--- config.mk ---
export PLATFORM = sky130hd
export DESIGN_NAME = mul_div_unit
export DESIGN_NICKNAME = d
export VERILOG_FILES = /design/src/rtl/mul_div_unit.sv
export SDC_FILE = /design/constraint.sdc
export NUM_CORES = 1
export LEC_CHECK = 0
export ABC_AREA = 1
export CELL_PAD_IN_SITES_DETAIL_PLACEMENT = 1
export CELL_PAD_IN_SITES_GLOBAL_PLACEMENT = 1
export CORE_UTILIZATION = 40
export DETAILED_ROUTE_END_ITERATION = 10
export PLACE_DENSITY_LB_ADDON = 0.1
export REMOVE_ABC_BUFFERS = 1
export SLEW_MARGIN = 20
export SYNTH_ARGS = -nofsm -noshare
export SYNTH_HDL_FRONTEND = slang
export SYNTH_SLANG_ARGS = --single-unit
--- constraint.sdc ---
create_clock -name clk -period 3.4 [get_ports clk]
set_input_delay 0.85 -clock clk [delete_from_list [all_inputs] [get_ports clk]]
set_output_delay 0.85 -clock clk [all_outputs]
set_load 0.005 [all_outputs]
--- src/rtl/mul_div_unit.sv ---
// Iterative 32-bit multiply/divide unit with HI/LO registers for the multicycle MIPS datapath.
// One radix-2 step per cycle: shift-add multiply, restoring divide, then a sign-fix cycle.
module mul_div_unit #(
  parameter int WIDTH = 32,
  parameter int ITER  = 32
) (
  input  logic             clk,
  input  logic             reset,
  input  logic             Start,
  input  logic [1:0]       Op,
  input  logic [WIDTH-1:0] In1,
  input  logic [WIDTH-1:0] In2,
  input  logic             HiWrite,
  input  logic             LoWrite,
  input  logic [WIDTH-1:0] WriteData,
  output logic             Busy,
  output logic             Done,
  output logic [WIDTH-1:0] Hi,
  output logic [WIDTH-1:0] Lo
);

  localparam int CNT_W = $clog2(ITER);

  typedef enum logic [1:0] {IDLE, CALC, FIX} state_t;

  state_t               state, state_next;
  logic [CNT_W-1:0]     counter;
  logic                 is_div;
  logic                 neg_lo, neg_hi;
  logic [WIDTH-1:0]     opnd;
  logic [2*WIDTH-1:0]   acc;

  logic                 signed_op, sign1, sign2, div_zero;
  logic [WIDTH-1:0]     mag1, mag2;
  logic [WIDTH:0]       mul_sum, rem_shift, rem_diff;
  logic [2*WIDTH-1:0]   mul_next, div_next, prod_fix;
  logic [WIDTH-1:0]     quo_fix, rem_fix;

  assign Busy = (state != IDLE);

  // Operand magnitudes and result signs captured at launch.
  assign signed_op = ~Op[0];
  assign sign1     = signed_op & In1[WIDTH-1];
  assign sign2     = signed_op & In2[WIDTH-1];
  assign div_zero  = Op[1] & (In2 == '0);
  // With a zero divisor the restoring loop yields an all-ones quotient and
  // returns the dividend as remainder, so feeding the raw In1 unsigned gives LO/HI directly.
  assign mag1      = (sign1 && !div_zero) ? -In1 : In1;
  assign mag2      = sign2 ? -In2 : In2;

  always_comb begin
    mul_sum   = {1'b0, acc[2*WIDTH-1:WIDTH]} + (acc[0] ? {1'b0, opnd} : '0);
    mul_next  = {mul_sum, acc[WIDTH-1:1]};
    rem_shift = {acc[2*WIDTH-1:WIDTH], acc[WIDTH-1]};
    rem_diff  = rem_shift - {1'b0, opnd};
    if (rem_shift >= {1'b0, opnd}) begin
      div_next = {rem_diff[WIDTH-1:0], acc[WIDTH-2:0], 1'b1};
    end else begin
      div_next = {rem_shift[WIDTH-1:0], acc[WIDTH-2:0], 1'b0};
    end
    prod_fix = neg_lo ? -acc : acc;
    quo_fix  = neg_lo ? -acc[WIDTH-1:0] : acc[WIDTH-1:0];
    rem_fix  = neg_hi ? -acc[2*WIDTH-1:WIDTH] : acc[2*WIDTH-1:WIDTH];
  end

  // NOTE: sequential state uses non-blocking assignments so every register
  // samples pre-edge values regardless of statement order.
  always_ff @(posedge clk) begin
    if (!reset) begin
      state <= IDLE;
    end else begin
      state <= state_next;
    end
  end

  // NOTE: next-state gets its default before the case so no path leaves it
  // unassigned, which would otherwise infer a latch.
  always_comb begin
    state_next = state;
    case (state)
      IDLE:    if (Start) state_next = CALC;
      CALC:    if (counter == CNT_W'(ITER - 1)) state_next = FIX;
      FIX:     state_next = IDLE;
      default: state_next = IDLE;
    endcase
  end

  // NOTE: the operand and accumulator registers are reset along with the
  // architectural state so the unit powers up fully deterministic.
  always_ff @(posedge clk) begin
    if (!reset) begin
      counter <= '0;
      Hi      <= '0;
      Lo      <= '0;
      Done    <= 1'b0;
      is_div  <= 1'b0;
      neg_lo  <= 1'b0;
      neg_hi  <= 1'b0;
      opnd    <= '0;
      acc     <= '0;
    end else begin
      Done <= 1'b0;
      case (state)
        IDLE: begin
          if (HiWrite) Hi <= WriteData;
          if (LoWrite) Lo <= WriteData;
          if (Start) begin
            counter <= '0;
            is_div  <= Op[1];
            if (Op[1]) begin
              opnd   <= mag2;
              acc    <= {{WIDTH{1'b0}}, mag1};
              neg_lo <= (sign1 ^ sign2) & ~div_zero;
              neg_hi <= sign1 & ~div_zero;
            end else begin
              opnd   <= mag1;
              acc    <= {{WIDTH{1'b0}}, mag2};
              neg_lo <= sign1 ^ sign2;
              neg_hi <= 1'b0;
            end
          end
        end
        CALC: begin
          acc     <= is_div ? div_next : mul_next;
          counter <= counter + 1'b1;
        end
        FIX: begin
          if (is_div) begin
            Hi <= rem_fix;
            Lo <= quo_fix;
          end else begin
            Hi <= prod_fix[2*WIDTH-1:WIDTH];
            Lo <= prod_fix[WIDTH-1:0];
          end
          Done <= 1'b1;
        end
        default: ;
      endcase
    end
  end

endmodule

==> flow_summary.json <==
{
  "status": "finished, final reports clean",
  "worstPathCellList": "nand2_1 -> inv_1 -> ha_1 -> inv_1 -> fa_1 -> inv_1 -> nand3_1 -> nand3_1 -> inv_1 -> o21ai_1 -> nand2_1 -> nand2_1 -> nand2_1 -> nand2_1 -> nand2_1 -> nand3_1 -> nand3_1 -> a21oi_1",
  "finish.instance_area_sq_um": 21000,
  "grt_start_max_net_pins": 102,
  "synth_area_leaders": "dfxtp_1, nand2_1, nand3_1",
  "synth_largest_area_cell": "dfxtp_1",
  "synth_ff_type": "dfxtp_1",
  "cp_data_required_time_ns": 3.83,
  "drt_iter0_drc": 2235,
  "areaGrowthSynthToFinish_pct": 18.40,
  "avgViaCountPerCell": 5.934,
  "place.detailed.hpwl_um": 76380,
  "root_buffer": "clkbuf_16",
  "drtPass1Iterations": 6,
  "grt_pass1_wl_um": 140600,
  "clkTransAtPathRegs_ns": 0.08,
  "grt_pass1_vias": 23311,
  "grt_use_total": 0.4151,
  "rr_worst_depth": 18,
  "powerDensity_nw_per_um2": 381.0,
  "cp.arrival_ns": 3.58,
  "p_leak_nw": 9.920,
  "yosys_warnings": 0,
  "synth.distinct_cells": 52,
  "hp-class": "reg -> reg",
  "core-area_sq_um": 43360,
  "slew_headroom": 0.3454,
  "htree_levels": 4,
  "r2r_start": "opnd[0]",
  "ir_drop_mv": 0.3665,
  "netlist.area_leader.share": 0.1930,
  "fillers": 6229,
  "syn_inst": 3190,
  "post_drt_wl_per_cell_um": 23.87,
  "port_buffers": 168,
  "die_h_um": 212.6,
  "gp_congestion": 1.030,
  "maxCapViolCount": 0,
  "rsz0062_at_grt": "no",
  "drive_gt1_frac": 0.05604,
  "critical_path.startpoint": "opnd[0]",
  "crit_type": "reg -> reg",
  "path_max_fanout": 4,
  "slowest_delay_ns": 0.43,
  "avgSynthCellArea_sq_um": 5.561,
  "cts.sinks": 171,
  "setup_viol": 0,
  "hold_end": "counter[3]",
  "ant_nets": 0,
  "boundaryPins": 169,
  "cts_buffers": 17,
  "skew_ns": 0.01761,
  "synth_edf_count": 0,
  "worst_pin_slew_ns": 0.9759,
  "synth-seq-area-share": 0.1930,
  "antenna_found_initial": 2,
  "drv_slew": 0,
  "row_count": 76,
  "max-clock-path-buffers": 2,
  "routed_wirelength_um": 94060,
  "syn-cell-area_sq_um": 17740,
  "yosys_register_bits": 171,
  "die_area_sq_um": 45190,
  "final_common_cell": "nand2_1",
  "nets": 3517,
  "cts_tree": "built",
  "hold_viol": 0,
  "critPathMostFrequentCell": "nand2_1",
  "reg2reg_setup_slack_ns": 0.25,
  "grt_overflow_total": 0,
  "async_flop_share": 0,
  "period_minus_slack_ns": 3.145,
  "holdWs_ns": 0.4752,
  "antenna_cells": 0,
  "die_x_um": 212.6,
  "clk-insertion-delay-late_ns": 0.51,
  "final_cell_mix": "nand2_1, inv_1, nand3_1",
  "dpl_cell_area_sq_um": 20390,
  "min_path_cells": 2,
  "fin_crit_sh": 0.9250,
  "worstSetupStartpointType": "register",
  "drc": 0,
  "hold_path_startpoint": "counter[3]",
  "endpoint_kind": "register",
  "final_core_util": 0.4843,
  "vias": 23380,
  "fmax_mhz": 318.0,
  "cp_slowest_cell": "fa_1",
  "start_util": 0.4091,
  "r2r_end": "acc[61]"
}
-- worst max-delay path by stage --
| stage | endpoint | slack, ns | depth (start not counted) |
|---|---|---|---|
| after CTS | acc[53] | 0.19 | 18 |
| after floorplan | acc[20] | -1.77 | 6 |
| after global placement | acc[29] | 0.11 | 12 |
| final | acc[61] | 0.25 | 18 |
| after detailed placement | acc[29] | 0.1 | 12 |
| after global routing | acc[53] | 0.12 | 18 |
-- synthesized netlist by cell type (4+ instances only) --
cell type / number
nand3_1: 336
nand2_1: 898
o211ai_1: 11
nand3b_1: 23
and2_1: 4
dfxtp_1: 171
and3_1: 4
buf_1: 14
inv_2: 8
nand3_2: 5
clkbuf_1: 85
xnor2_1: 25
o21bai_1: 19
nor4_1: 5
a21oi_1: 321
nor2_1: 257
a31oi_1: 23
ha_1: 70
or2_2: 5
nor2_4: 4
o21ai_1: 8
nor3_1: 33
nand2_2: 9
o21ai_0: 253
a21o_1: 4
a22oi_1: 13
nand4_1: 50
nor2_2: 15
xor2_1: 34
inv_1: 427
buf_2: 17
buf_4: 6
-- critical path: cells and delay by family, from the launching register on --
| family | cells | cell delay (ns) |
|---|---|---|
| AO/OA/AOI/OAI | 2 | 0.50 |
| adder cells (fa/ha/maj) | 2 | 0.66 |
| buffers and inverters | 4 | 0.32 |
| flip-flops | 1 | 0.42 |
| AND/OR/NAND/NOR | 10 | 1.16 |
-- per-layer routing --
metal  up-vias  GRT usage  share of wire
li1      10711          -              -
met1     11284     0.5389           0.42
met2      1122     0.6396           0.43
met3       259    0.07829          0.085
met4         4     0.2404          0.061
met5         -          0        0.00030
-- layout make-up --
class / instances / area [sq um] / area share
multi-input combinational: 2456 / 12170 / 0.5794
clock buffer: 17 / 425.4 / 0.02026
tap: 585 / 732.0 / 0.03485
clock inverter: 15 / 190.2 / 0.009056
inverter: 438 / 1644 / 0.07828
sequential: 171 / 3427 / 0.1632
timing repair buffer: 258 / 2415 / 0.1150
-- what timing repair did --
action                                  in CTS  in global routing
resized for setup                            0                  1
hold buffers                                 0                  0
setup buffers                                0                  0
endpoints found under the setup margin       0                  1
-- cells by family (layout without fill, tap and decap cells) --
| logic type | after synthesis | in the layout | synth area share |
|---|---|---|---|
| DFF | 171 | 171 | 0.1930 |
| AOI/OAI and AO/OA | 664 | 664 | 0.1975 |
| xor gates and xnor gates | 59 | 59 | 0.02913 |
| and+or+nand+nor | 1661 | 1661 | 0.4059 |
| adders and majority gates | 72 | 72 | 0.05163 |
| buffers and inverters | 563 | 728 | 0.1229 |
-- flip-flops by register name (all words and copies together), names as in the netlist --
signal / flops
is_div: 1
neg_hi: 1
Hi: 32
counter: 5
neg_lo: 1
Done: 1
state: 2
acc: 64
Lo: 32
opnd: 32
-- metrics by stage --
step,power (mW),TNS [ns],setup slack [ns],instances
after floorplan,4.321,-103.50,-1.773,3065
after global placement,5.669,0,0.1084,3908
after detailed placement,5.774,0,0.09853,3908
after CTS,7.901,0,0.1942,3940
after global routing,8.372,0,0.1182,3940
final,8.002,0,0.2549,3940
-- power by group --
group          leakage, nW  switching [mW]  total, mW  internal [mW]
sequential            1.41           0.212       2.37           2.16
combinational         8.22            2.35       3.48           1.13
clock                0.294            1.15       2.15           1.00
total                 9.92            3.71       8.00           4.29
Power figures use the tool's default switching activity.
